[src/rtl/present_seq_pkg.sv]
// Shared types for the PRESENT-80 transaction sequencer.
// Holds the FSM encoding and the latched request bundle.
package present_seq_pkg;

  localparam int KEY_W = 80;
  localparam int BLK_W = 64;

  typedef enum logic [2:0] {
    IDLE,
    CORE_RST,
    KEYGEN,
    CRYPT,
    RESP
  } seq_state_t;

  typedef struct packed {
    logic [KEY_W-1:0] key;
    logic [BLK_W-1:0] block;
    logic             enc_dec;
  } req_t;

endpackage

[src/rtl/present_sequencer_sat_counter.sv]
// Saturating up-counter with synchronous clear.
// Used as the latency / timeout counter of the sequencer.
module sat_counter #(
  parameter int CNT_W = 32
) (
  input  logic             clk,
  input  logic             rst,
  input  logic             clr,
  input  logic             en,
  output logic [CNT_W-1:0] cnt_o,
  output logic             sat_o
);

  logic [CNT_W-1:0] cnt_q, cnt_d;

  assign cnt_o = cnt_q;
  assign sat_o = &cnt_q;

  // Next count: clear wins, otherwise count up and stick at all-ones.
  always_comb begin
    cnt_d = cnt_q;
    if (clr) begin
      cnt_d = '0;
    end else if (en && !sat_o) begin
      cnt_d = cnt_q + CNT_W'(1);
    end
  end

  // Count register.
  always_ff @(posedge clk) begin
    if (rst) begin
      cnt_q <= '0;
    end else begin
      cnt_q <= cnt_d;
    end
  end

endmodule

[src/rtl/present_sequencer.sv]
// Request/response sequencer in front of a PRESENT-80 core.
// Pulses core reset, waits for key schedule and done, returns result.
module present_sequencer
  import present_seq_pkg::*;
#(
  parameter int RST_CYCLES     = 2,
  parameter int TIMEOUT_CYCLES = 4096,
  parameter int CNT_W          = 32
) (
  input  logic             clk,
  input  logic             rst,
  input  logic             req_valid_i,
  output logic             req_ready_o,
  input  logic [KEY_W-1:0] key_i,
  input  logic [BLK_W-1:0] block_i,
  input  logic             enc_dec_i,
  output logic             resp_valid_o,
  input  logic             resp_ready_i,
  output logic [BLK_W-1:0] block_o,
  output logic [CNT_W-1:0] cycles_o,
  output logic             timeout_o,
  output logic             core_rst_o,
  output logic [KEY_W-1:0] core_key_o,
  output logic [BLK_W-1:0] core_block_o,
  output logic             core_enc_dec_o,
  input  logic             core_end_key_i,
  input  logic [BLK_W-1:0] core_block_i,
  input  logic             core_end_enc_i,
  input  logic             core_end_dec_i
);

  localparam int RW = (RST_CYCLES > 1) ? $clog2(RST_CYCLES) : 1;
  localparam logic [RW-1:0] RST_LOAD = RW'(RST_CYCLES - 1);
  localparam logic [CNT_W-1:0] TO_LAST = CNT_W'(TIMEOUT_CYCLES - 1);
  localparam logic [CNT_W-1:0] TO_VAL  = CNT_W'(TIMEOUT_CYCLES);

  seq_state_t       state_q, state_d;
  logic [RW-1:0]    rcnt_q, rcnt_d;
  req_t             req_q, req_d;
  logic [BLK_W-1:0] blk_q, blk_d;
  logic [CNT_W-1:0] cyc_q, cyc_d;
  logic             to_q, to_d;
  logic [CNT_W-1:0] lat_cnt, lat_p1;
  logic             lat_clr, lat_en, lat_sat;
  logic             done, at_limit;

  sat_counter #(
    .CNT_W (CNT_W)
  ) u_lat (
    .clk   (clk),
    .rst   (rst),
    .clr   (lat_clr),
    .en    (lat_en),
    .cnt_o (lat_cnt),
    .sat_o (lat_sat)
  );

  assign done     = req_q.enc_dec ? core_end_enc_i : core_end_dec_i;
  assign at_limit = (lat_cnt == TO_LAST);
  assign lat_p1   = lat_sat ? lat_cnt : lat_cnt + CNT_W'(1);

  assign req_ready_o    = (state_q == IDLE);
  assign resp_valid_o   = (state_q == RESP);
  assign core_rst_o     = !((state_q == KEYGEN) || (state_q == CRYPT));
  assign core_key_o     = req_q.key;
  assign core_block_o   = req_q.block;
  assign core_enc_dec_o = req_q.enc_dec;
  assign block_o        = blk_q;
  assign cycles_o       = cyc_q;
  assign timeout_o      = to_q;

  // Next-state, request capture and response capture.
  always_comb begin
    state_d = state_q;
    rcnt_d  = rcnt_q;
    req_d   = req_q;
    blk_d   = blk_q;
    cyc_d   = cyc_q;
    to_d    = to_q;
    lat_clr = 1'b0;
    lat_en  = 1'b0;
    unique case (state_q)
      IDLE: begin
        if (req_valid_i) begin
          req_d.key     = key_i;
          req_d.block   = block_i;
          req_d.enc_dec = enc_dec_i;
          rcnt_d        = RST_LOAD;
          state_d       = CORE_RST;
        end
      end
      CORE_RST: begin
        if (rcnt_q == '0) begin
          lat_clr = 1'b1;
          state_d = KEYGEN;
        end else begin
          rcnt_d = rcnt_q - RW'(1);
        end
      end
      KEYGEN: begin
        lat_en = 1'b1;
        if (at_limit) begin
          blk_d   = '0;
          cyc_d   = TO_VAL;
          to_d    = 1'b1;
          state_d = RESP;
        end else if (core_end_key_i) begin
          state_d = CRYPT;
        end
      end
      CRYPT: begin
        lat_en = 1'b1;
        if (done) begin
          blk_d   = core_block_i;
          cyc_d   = lat_p1;
          to_d    = 1'b0;
          state_d = RESP;
        end else if (at_limit) begin
          blk_d   = '0;
          cyc_d   = TO_VAL;
          to_d    = 1'b1;
          state_d = RESP;
        end
      end
      RESP: begin
        if (resp_ready_i) begin
          state_d = IDLE;
        end
      end
      default: state_d = IDLE;
    endcase
  end

  // State and captured-data registers.
  always_ff @(posedge clk) begin
    if (rst) begin
      state_q <= IDLE;
      rcnt_q  <= '0;
      req_q   <= '0;
      blk_q   <= '0;
      cyc_q   <= '0;
      to_q    <= 1'b0;
    end else begin
      state_q <= state_d;
      rcnt_q  <= rcnt_d;
      req_q   <= req_d;
      blk_q   <= blk_d;
      cyc_q   <= cyc_d;
      to_q    <= to_d;
    end
  end

endmodule

[config.mk]
export PLATFORM = sky130hd
export DESIGN_NAME = present_sequencer
export DESIGN_NICKNAME = d
export VERILOG_FILES = /design/src/rtl/present_seq_pkg.sv /design/src/rtl/present_sequencer_sat_counter.sv /design/src/rtl/present_sequencer.sv
export SDC_FILE = /design/constraint.sdc
export NUM_CORES = 1
export LEC_CHECK = 0
export ABC_AREA = 1
export CAP_MARGIN = 20
export CORE_ASPECT_RATIO = 1.1
export CORE_MARGIN = 3
export CORE_UTILIZATION = 30
export DETAILED_ROUTE_END_ITERATION = 12
export GPL_ROUTABILITY_DRIVEN = 0
export PLACE_DENSITY = 0.73
export SYNTH_ARGS = -nofsm -noshare
export SYNTH_HDL_FRONTEND = slang
export SYNTH_SLANG_ARGS = --single-unit
export TNS_END_PERCENT = 5
[constraint.sdc]
create_clock -name clk -period 2.05 [get_ports clk]
set_clock_uncertainty 0.15 [all_clocks]
set_input_delay 0.615 -clock clk [delete_from_list [all_inputs] [get_ports clk]]
set_output_delay 0.615 -clock clk [all_outputs]
set_load 0.01 [all_outputs]
==> results of run 1 <==
-- stage by stage --
stage	setup TNS, ns	utilization, %	hold WS, ns
2_1_floorplan	0	-	0.310
3_3_place_gp	-21.87	45.9	0.296
3_5_place_dp	-23.84	45.9	0.301
4_1_cts	-0.457	48.2	0.122
5_1_grt	-1.26	48.5	0.125
6_report	-0.300	48.5	0.145
-- critical path: cells and delay by family, from the launching register on --
family	cells	cell delay, ns
DFF	1	0.34
buffers and inverters	2	0.31
and+or+nand+nor	1	0.19
-- cells in the mapped netlist, drive strengths merged (3+ instances only) --
cell type	number
buf	38
clkbuf	80
nand2	321
dfxtp	278
nor3	11
a211oi	4
o211a	3
nand4	11
nand3b	3
a21oi	265
o21ai	58
inv	61
nor2	74
nand3	267
xor2	13
-- worst paths after layout --
path | startpoint | to | slack (ns) | cells after the start
max | state_q[0] | req_ready_o | -0.13 | 3
max reg2reg | u_lat.cnt_o[0] | cycles_o[26] | -0.04 | 11
min reg2reg | core_key_o[12] | core_key_o[12] | 0.31 | 2
min | rst | core_key_o[68] | 0.15 | 2
-- layout by cell type (no fill, tap or decap), types with 10 or more instances in the layout --
cell type          n
nand2_1          312
dfxtp_1          272
nand3_1          267
a21oi_1          265
dlygate4sd2_1    223
clkdlybuf4s50_1  213
buf_4             64
nor2_1            57
inv_1             51
o21ai_0           46
clkbuf_16         31
buf_12            19
clkdlybuf4s15_1   15
o21ai_1           12
nand4_1           11
clkbuf_8          10
-- power by group through the flow --
stage                     combinational (W)  sequential [W]  clock [W]
after floorplan                     0.00325         0.00724          0
after global placement              0.00664         0.00701          0
after detailed placement            0.00670         0.00703          0
after CTS                           0.00643         0.00693    0.00589
after global routing                0.00712         0.00706    0.00609
final                               0.00650         0.00696    0.00574
-- logic make-up after synthesis --
group / count (synthesis) / synth area share (%)
AND/OR/NAND/NOR: 691 / 27.6
AO/OA/AOI/OAI: 332 / 15.1
flip-flops: 278 / 49.4
buffers and inverters: 179 / 6.65
XOR/XNOR: 14 / 1.09
adder cells (fa/ha/maj): 1 / 0.111
-- metal layers --
metal  vias up  wire (um)
li1       5945          -
met1      5639      16300
met2       506      20200
met3        95       4400
met4         2       1590
met5         -         11
-- registers in the layout, summed over array words and instances (netlist names) --
signal and count:
timeout_o 1, core_enc_dec_o 1, u_lat.cnt_o 32, cycles_o 32, state_q 3, core_block_o 64, rcnt_q 1, core_key_o 80
block_o 64
-- layout make-up --
type,count,area (um^2)
fillers,3525,18900
diodes,3,7.51
clock inverters,12,143
well taps,487,609
flip-flops and latches,278,5580
repair buffers,545,5200
multi-input cells,1038,5070
clock buffers,45,928
inverters,61,231
-- timing repair --
item                       4_1_cts  5_1_grt
setup buffers                    2        2
gates resized for setup        278       47
setup endpoints to repair      263       66
pin swaps                        3        6
==> metrics.csv, run 1 <==
metric;value;unit
hold_buffers;0;
outcome;finished with violations;
die_y;209;um
required;1.28;ns
hold_violations;0;
critPathArrivalTime;1.41;ns
rows;73;
critPathMaxFanout;7;
numCtsBuffers;31;
fmax;0.459;GHz
async_reset_ff_share;0;%
vdd_drop_max;772;uV
grt_busiest_layer;met2;
antenna_found_initial;3;
grt_pass1_wl;64.5;mm
clk_latency;0.57;ns
grt_pass1_vias;11700;
synth_edf_count;0;
hpwl;31.3;mm
maxCapViolations;0;
drive_gt1_share;10.2;%
synth_cells;1495;
drt_iter0_drc;890;
final_nets;2172;
drt_pass1_iterations;5;
p_int;0.0124;W
grt.met2_usage;33.8;%
routedWlPerCell;17.2;um
path_class;register to primary output;
tightest_slew;0.591;ns
power_switching;0.00682;W
p_sw_share;35.5;%
pin_count;461;
dieArea;0.0399;mm^2
route.antenna.remaining_nets;0;
num_vias;12200;
initial_utilization;30.7;%
place_ws;-0.324;ns
seq_power_share;36.3;%
gr-usage-all-layers;20.0;%
wl;42.5;mm
ys_seq_elements;278;
yosys.cell_types.count;38;
setup_viol;5;
combinationalPowerShare;33.8;%
post-route-min-period;2.18;ns
slew_headroom;60.6;%
die_x;191;um
p_clk_share;29.9;%
cts_tree;yes;
yosysSeqAreaShare;49.4;%
endpoint_kind;primary output;
met3_usage;7.11;%
cp_slowest_cell;dfxtp_1;
cts.sinks;278;
synth_area_per_cell;7.53;um^2
crit_chain;buf_4 > nor2_4 > buf_6;
core;0.0366;mm^2
p_leak;7.64;nW
area_growth;57.8;%
htree_levels;1;
cts_root_buf;clkbuf_16;
failed_checks;negative setup slack;
io_buffers;460;
slowest_delay;0.34;ns
hp-class;input pin to register;
slew_violations;0;
min_period_over_period;106;%
p_per_area;1080;mW/mm^2
synth_fp_nets;1712;
power.total;0.0192;W
grt_max_degree;117;
syn-cell-area;0.0113;mm^2
rsz0062_at_grt;true;
fin_cells;2469;
dp_cells;2405;
synth_flop_cell;dfxtp_1;
final_cell_area;0.0178;mm^2
yosysTopAreaCellShare;49.4;%
setup_slack;-0.128;ns
detail_route.vias_per_cell;4.94;
grt_overflow;0;
placed_area;0.0168;mm^2
cp-start-kind;register;
use_met1;23.3;%
cts.clk_slew.worst_paths;0.06;ns
synth_top_area_cell;dfxtp_1;
synthTopCellsByArea;dfxtp_1 49%, nand3_1 12%, a21oi_1 12%;
drc;0;
yosysWarningCount;0;
cts.path.max_buffers;3;
Note: power is estimated with default switching activity, not from simulation.
==> run 2, diff against run 1 <==
--- a/config.mk
+++ b/config.mk
@@ -13,6 +13,7 @@
 export DETAILED_ROUTE_END_ITERATION = 12
 export GPL_ROUTABILITY_DRIVEN = 0
 export PLACE_DENSITY = 0.73
+export SKIP_LAST_GASP = 1
 export SYNTH_ARGS = -nofsm -noshare
 export SYNTH_HDL_FRONTEND = slang
 export SYNTH_SLANG_ARGS = --single-unit
==> run 2 against run 1 <==
The run still ends with negative setup slack left; critical endpoint is now core_key_o[22]; count of clock-buffer cells in the layout unchanged; register-to-register slack worse by 0.06 ns; via count up 0.12%; non-clock buffer count down 1; largest cell class unchanged; global-route usage about the same.
==> metrics.csv, run 2 (synthesis results as in run 1) <==
metric;value;unit
dieArea;0.0399;mm^2
vdd_drop_max;772;uV
grt_overflow;0;
slowest_delay;0.61;ns
setup_viol;233;
min_period_over_period;111;%
num_vias;12200;
final_common_cell;clkdlybuf4s50_1;
p_per_area;1080;mW/mm^2
die_x;191;um
slew_headroom;62.3;%
placed_area;0.0168;mm^2
drc;0;
gr-usage-all-layers;20.0;%
cpLargestDelayFamily;buffers and inverters;
hold_violations;0;
drt_pass1_iterations;5;
grt_pass1_wl;64.5;mm
hpwl;31.3;mm
tns;-37.90;ns
numCtsBuffers;31;
maxCapViolations;0;
final_cell_mix;432 x clkdlybuf4s50_1, 314 x nand2_1, 273 x dfxtp_1, 267 x nand3_1, 265 x a21oi_1;
wl;42.4;mm
endpoint_kind;primary output;
critPathArrivalTime;1.51;ns
cts_root_buf;clkbuf_16;
multi_input_area;0.00499;mm^2
drive_gt1_share;9.20;%
rsz0062_at_grt;true;
required;1.28;ns
path_class;register to primary output;
clk_latency;0.57;ns
antenna_found_initial;3;
place_ws;-0.324;ns
nFillCells;3391;
tightest_slew;0.566;ns
whs;0.144;ns
largest_reg_flops;80;
cp_slowest_cell;clkdlybuf4s50_1;
fmax;0.440;GHz
grt_pass1_vias;11700;
detail_route.vias_per_cell;4.94;
initial_utilization;30.7;%
cts.clk_slew.worst_paths;0.06;ns
seq_area;0.00558;mm^2
drt_iter0_drc;987;
critPathBufInv;1;
die_y;209;um
cp-start-kind;register;
final_nets;2171;
crit_chain;clkdlybuf4s50_1;
cts_tree;yes;
cts.sinks;278;
htree_levels;1;
failed_checks;negative setup slack;
setup_slack;-0.225;ns
cts.path.max_buffers;3;
route.antenna.remaining_nets;0;
outcome;finished with violations;
core;0.0366;mm^2
post-route-min-period;2.27;ns
final_cell_area;0.0180;mm^2
critPathMaxFanout;2;
io_buffers;460;
hp-class;input pin to register;
hold_buffers;0;
pin_count;461;
slew_violations;0;
p_leak;6.87;nW
grt_max_degree;117;
rows;73;
area_growth;59.7;%
routedWlPerCell;17.2;um
-- run 2: changes by cell type in the layout (fill, tap and decap cells not counted), moves of 4 or more --
| cell | previous run | this run |
|---|---|---|
| xor2_2 | 4 | 0 |
| dlygate4sd2_1 | 223 | 6 |
| xor2_1 | 9 | 13 |
| nor2_1 | 57 | 62 |
| clkdlybuf4s50_1 | 213 | 432 |
| dlymetal6s2s_1 | 0 | 13 |
| o21ai_1 | 12 | 1 |
| o21ai_0 | 46 | 57 |
| clkdlybuf4s15_1 | 15 | 3 |
-- run 2: area by class of cell --
| cell class | count | share of cell area [%] |
|---|---|---|
| sequential | 278 | 31.0 |
| tap | 487 | 3.39 |
| antenna | 3 | 0.0417 |
| timing repair buffer | 544 | 30.6 |
| inverter | 61 | 1.29 |
| clock buffer | 45 | 5.16 |
| multi-input combinational | 1038 | 27.7 |
| clock inverter | 12 | 0.793 |
-- run 2: worst paths after layout --
check / from / endpoint / slack, ns / cells after the start
hold reg to reg: core_block_o[29] / core_block_o[29] / 0.31 / 2
setup / recovery: core_key_o[22] / core_key_o[22] / -0.22 / 1
hold / removal: rst / core_key_o[68] / 0.14 / 2
setup reg to reg: u_lat.cnt_o[0] / cycles_o[14] / -0.10 / 11
-- run 2: power by group --
part | switching (W) | internal (W)
Combinational | 0.00378 | 0.00299
Clock | 0.00233 | 0.00341
Sequential | 0.000667 | 0.00631
-- run 2: repair_timing --
action                     4_1_cts  5_1_grt
setup endpoints to repair      263      296
buffers inserted                 2        1
gates resized for setup         37       17
pin swaps                        3        1
-- run 2: metrics by stage --
step                total power, W  std cells  util, %
CTS                         0.0197       2464     48.9
detailed placement          0.0137       2405     45.9
finish                      0.0195       2468     49.1
floorplan                   0.0105       1495        -
global placement            0.0136       2405     45.9
global route                0.0206       2467     49.1
-- run 2: routing by layer --
layer / vias up / wire length (um) / track usage [%]
met2: 502 / 20300 / 33.7
met4: 2 / 1520 / 7.72
li1: 5944 / - / -
met1: 5670 / 16300 / 23.2
met3: 84 / 4290 / 7.30
met5: - / 11 / 0
==> run 3, diff against run 2 <==
--- a/config.mk
+++ b/config.mk
@@ -8,8 +8,9 @@
 export ABC_AREA = 1
 export CAP_MARGIN = 20
 export CORE_ASPECT_RATIO = 1.1
-export CORE_MARGIN = 3
+export CORE_MARGIN = 2
 export CORE_UTILIZATION = 30
+export CTS_CLUSTER_SIZE = 30
 export DETAILED_ROUTE_END_ITERATION = 12
 export GPL_ROUTABILITY_DRIVEN = 0
 export PLACE_DENSITY = 0.73
==> run 3 against run 2 <==
The run still ends with negative setup slack left; clock power is 3% lower; sequential share of layout area rose by 0.32 points; non-clock buffer count shrank 22; maximum frequency is 0.58% higher; via count is 0.97% lower; cell count down 0.69%; count of clock-buffer cells in the layout shrank 3; sequential power about the same; utilization fell by 1.0 points; highest routed layer is now met4.
==> metrics.csv, run 3 (synthesis results as in run 1) <==
metric;value;unit
slew_headroom;51.1;%
cts.path.max_buffers;3;
required;1.28;ns
setup_viol;227;
grt_overflow;0;
final_nets;2148;
cp_slowest_cell;clkdlybuf4s50_1;
grt_max_degree;145;
reg2reg_setup_slack;-0.12;ns
detail_route.vias_per_cell;4.93;
drt_pass1_iterations;5;
wl;40.0;mm
min_period_over_period;110;%
rsz0062_at_grt;true;
cp-start-kind;register;
drive_gt1_share;8.09;%
numCtsBuffers;30;
p_per_area;1080;mW/mm^2
route.antenna.remaining_nets;0;
ff2ff_path_depth;12;
dp_cells;2392;
die_y;207;um
hp-class;register to register;
rows;74;
cts_root_buf;clkbuf_16;
path_class;register to primary output;
vdd_drop_max;808;uV
placed_area;0.0167;mm^2
gr-usage-all-layers;19.3;%
critPathMaxFanout;2;
final_cell_area;0.0178;mm^2
slew_violations;0;
slowest_delay;0.56;ns
power.total;0.0192;W
final_cell_mix;430 x clkdlybuf4s50_1, 314 x nand2_1, 272 x dfxtp_1, 267 x nand3_1, 265 x a21oi_1;
clk_latency;0.57;ns
drc;0;
hold_buffers;0;
grt_pass1_wl;62.0;mm
pin_count;461;
cts.sinks;278;
io_buffers;460;
dieArea;0.0391;mm^2
drt_iter0_drc;892;
initial_utilization;30.4;%
critPathArrivalTime;1.50;ns
area_growth;58.0;%
critPathBufInv;1;
holdPathStages;2;
cts.clk_slew.worst_paths;0.06;ns
core;0.0370;mm^2
die_x;189;um
final_common_cell;clkdlybuf4s50_1;
hold_violations;0;
crit_chain;clkdlybuf4s50_1;
num_vias;12100;
tightest_slew;0.733;ns
htree_levels;1;
outcome;finished with violations;
largest_reg_flops;80;
r2r-end;cycles_o[20];
endpoint_kind;primary output;
r2r-start;u_lat.cnt_o[0];
fin_cells;2451;
antenna_found_initial;2;
hpwl;29.0;mm
maxCapViolations;0;
whs_endpoint;timeout_o;
cts_tree;yes;
fmax;0.442;GHz
failed_checks;negative setup slack;
p_leak;6.81;nW
routedWlPerCell;16.3;um
hp-start;timeout_o;
setup_slack;-0.212;ns
post-route-min-period;2.26;ns
grt_pass1_vias;11700;
cpLargestDelayFamily;buffers and inverters;
## run 3: cell count changes in the layout (fill, tap and decap cells not counted), moves of 2 or more
cell and change:
clkbuf_8 -4, buf_4 -24, dfxtp_2 +2, clkbuf_1 +2
clkinvlp_4 -3, dlymetal6s2s_1 +3, clkdlybuf4s50_1 -2
## run 3: per-stage QoR
stage | utilization, % | TNS, ns | setup slack, ns | hold slack, ns
detailed placement | 45.1 | -31.67 | -0.383 | 0.298
global route | 48.0 | -54.09 | -0.262 | 0.323
global placement | 45.1 | -30.66 | -0.363 | 0.297
floorplan | - | 0 | 0.0811 | 0.310
CTS | 47.9 | -47.42 | -0.257 | 0.308
finish | 48.1 | -36.57 | -0.212 | 0.309
## run 3: report_power, final
| group | switching (W) | internal (W) |
|---|---|---|
| clock network | 0.00229 | 0.00330 |
| logic | 0.00369 | 0.00293 |
| registers | 0.000707 | 0.00631 |
## run 3: worst max-delay path by stage
| stage | start | end | slack [ns] | depth (start not counted) |
|---|---|---|---|---|
| 2_1_floorplan | state_q[2] | req_ready_o | 0.08 | 5 |
| 3_3_place_gp | core_end_enc_i | block_o[6] | -0.36 | 8 |
| 3_5_place_dp | core_end_enc_i | block_o[39] | -0.38 | 8 |
| 4_1_cts | block_o[42] | block_o[42] | -0.26 | 1 |
| 5_1_grt | u_lat.cnt_o[0] | cycles_o[20] | -0.26 | 12 |
| 6_report | block_o[55] | block_o[55] | -0.21 | 1 |
## run 3: routing by layer
layer,up-vias,track usage (%),wire length [um]
met2,506,33.0,19300
met3,93,5.83,3600
met4,0,8.49,1610
li1,5900,-,-
met1,5585,22.3,15600
met5,-,0,0
## run 3: timing repair
action / CTS / global route
endpoints found under the setup margin: 251 / 359
pin swaps: 1 / 2
setup buffers: 1 / 0
cloned: 0 / 0
resized for setup: 41 / 20
## run 3: final cells by class
class / count / area, um^2
tap: 494 / 618
antenna: 3 / 7.51
sequential: 278 / 5580
timing repair buffer: 522 / 5360
multi-input combinational: 1038 / 4980
clock inverter: 13 / 169
fill: 3510 / 19200
inverter: 61 / 231
clock buffer: 42 / 856
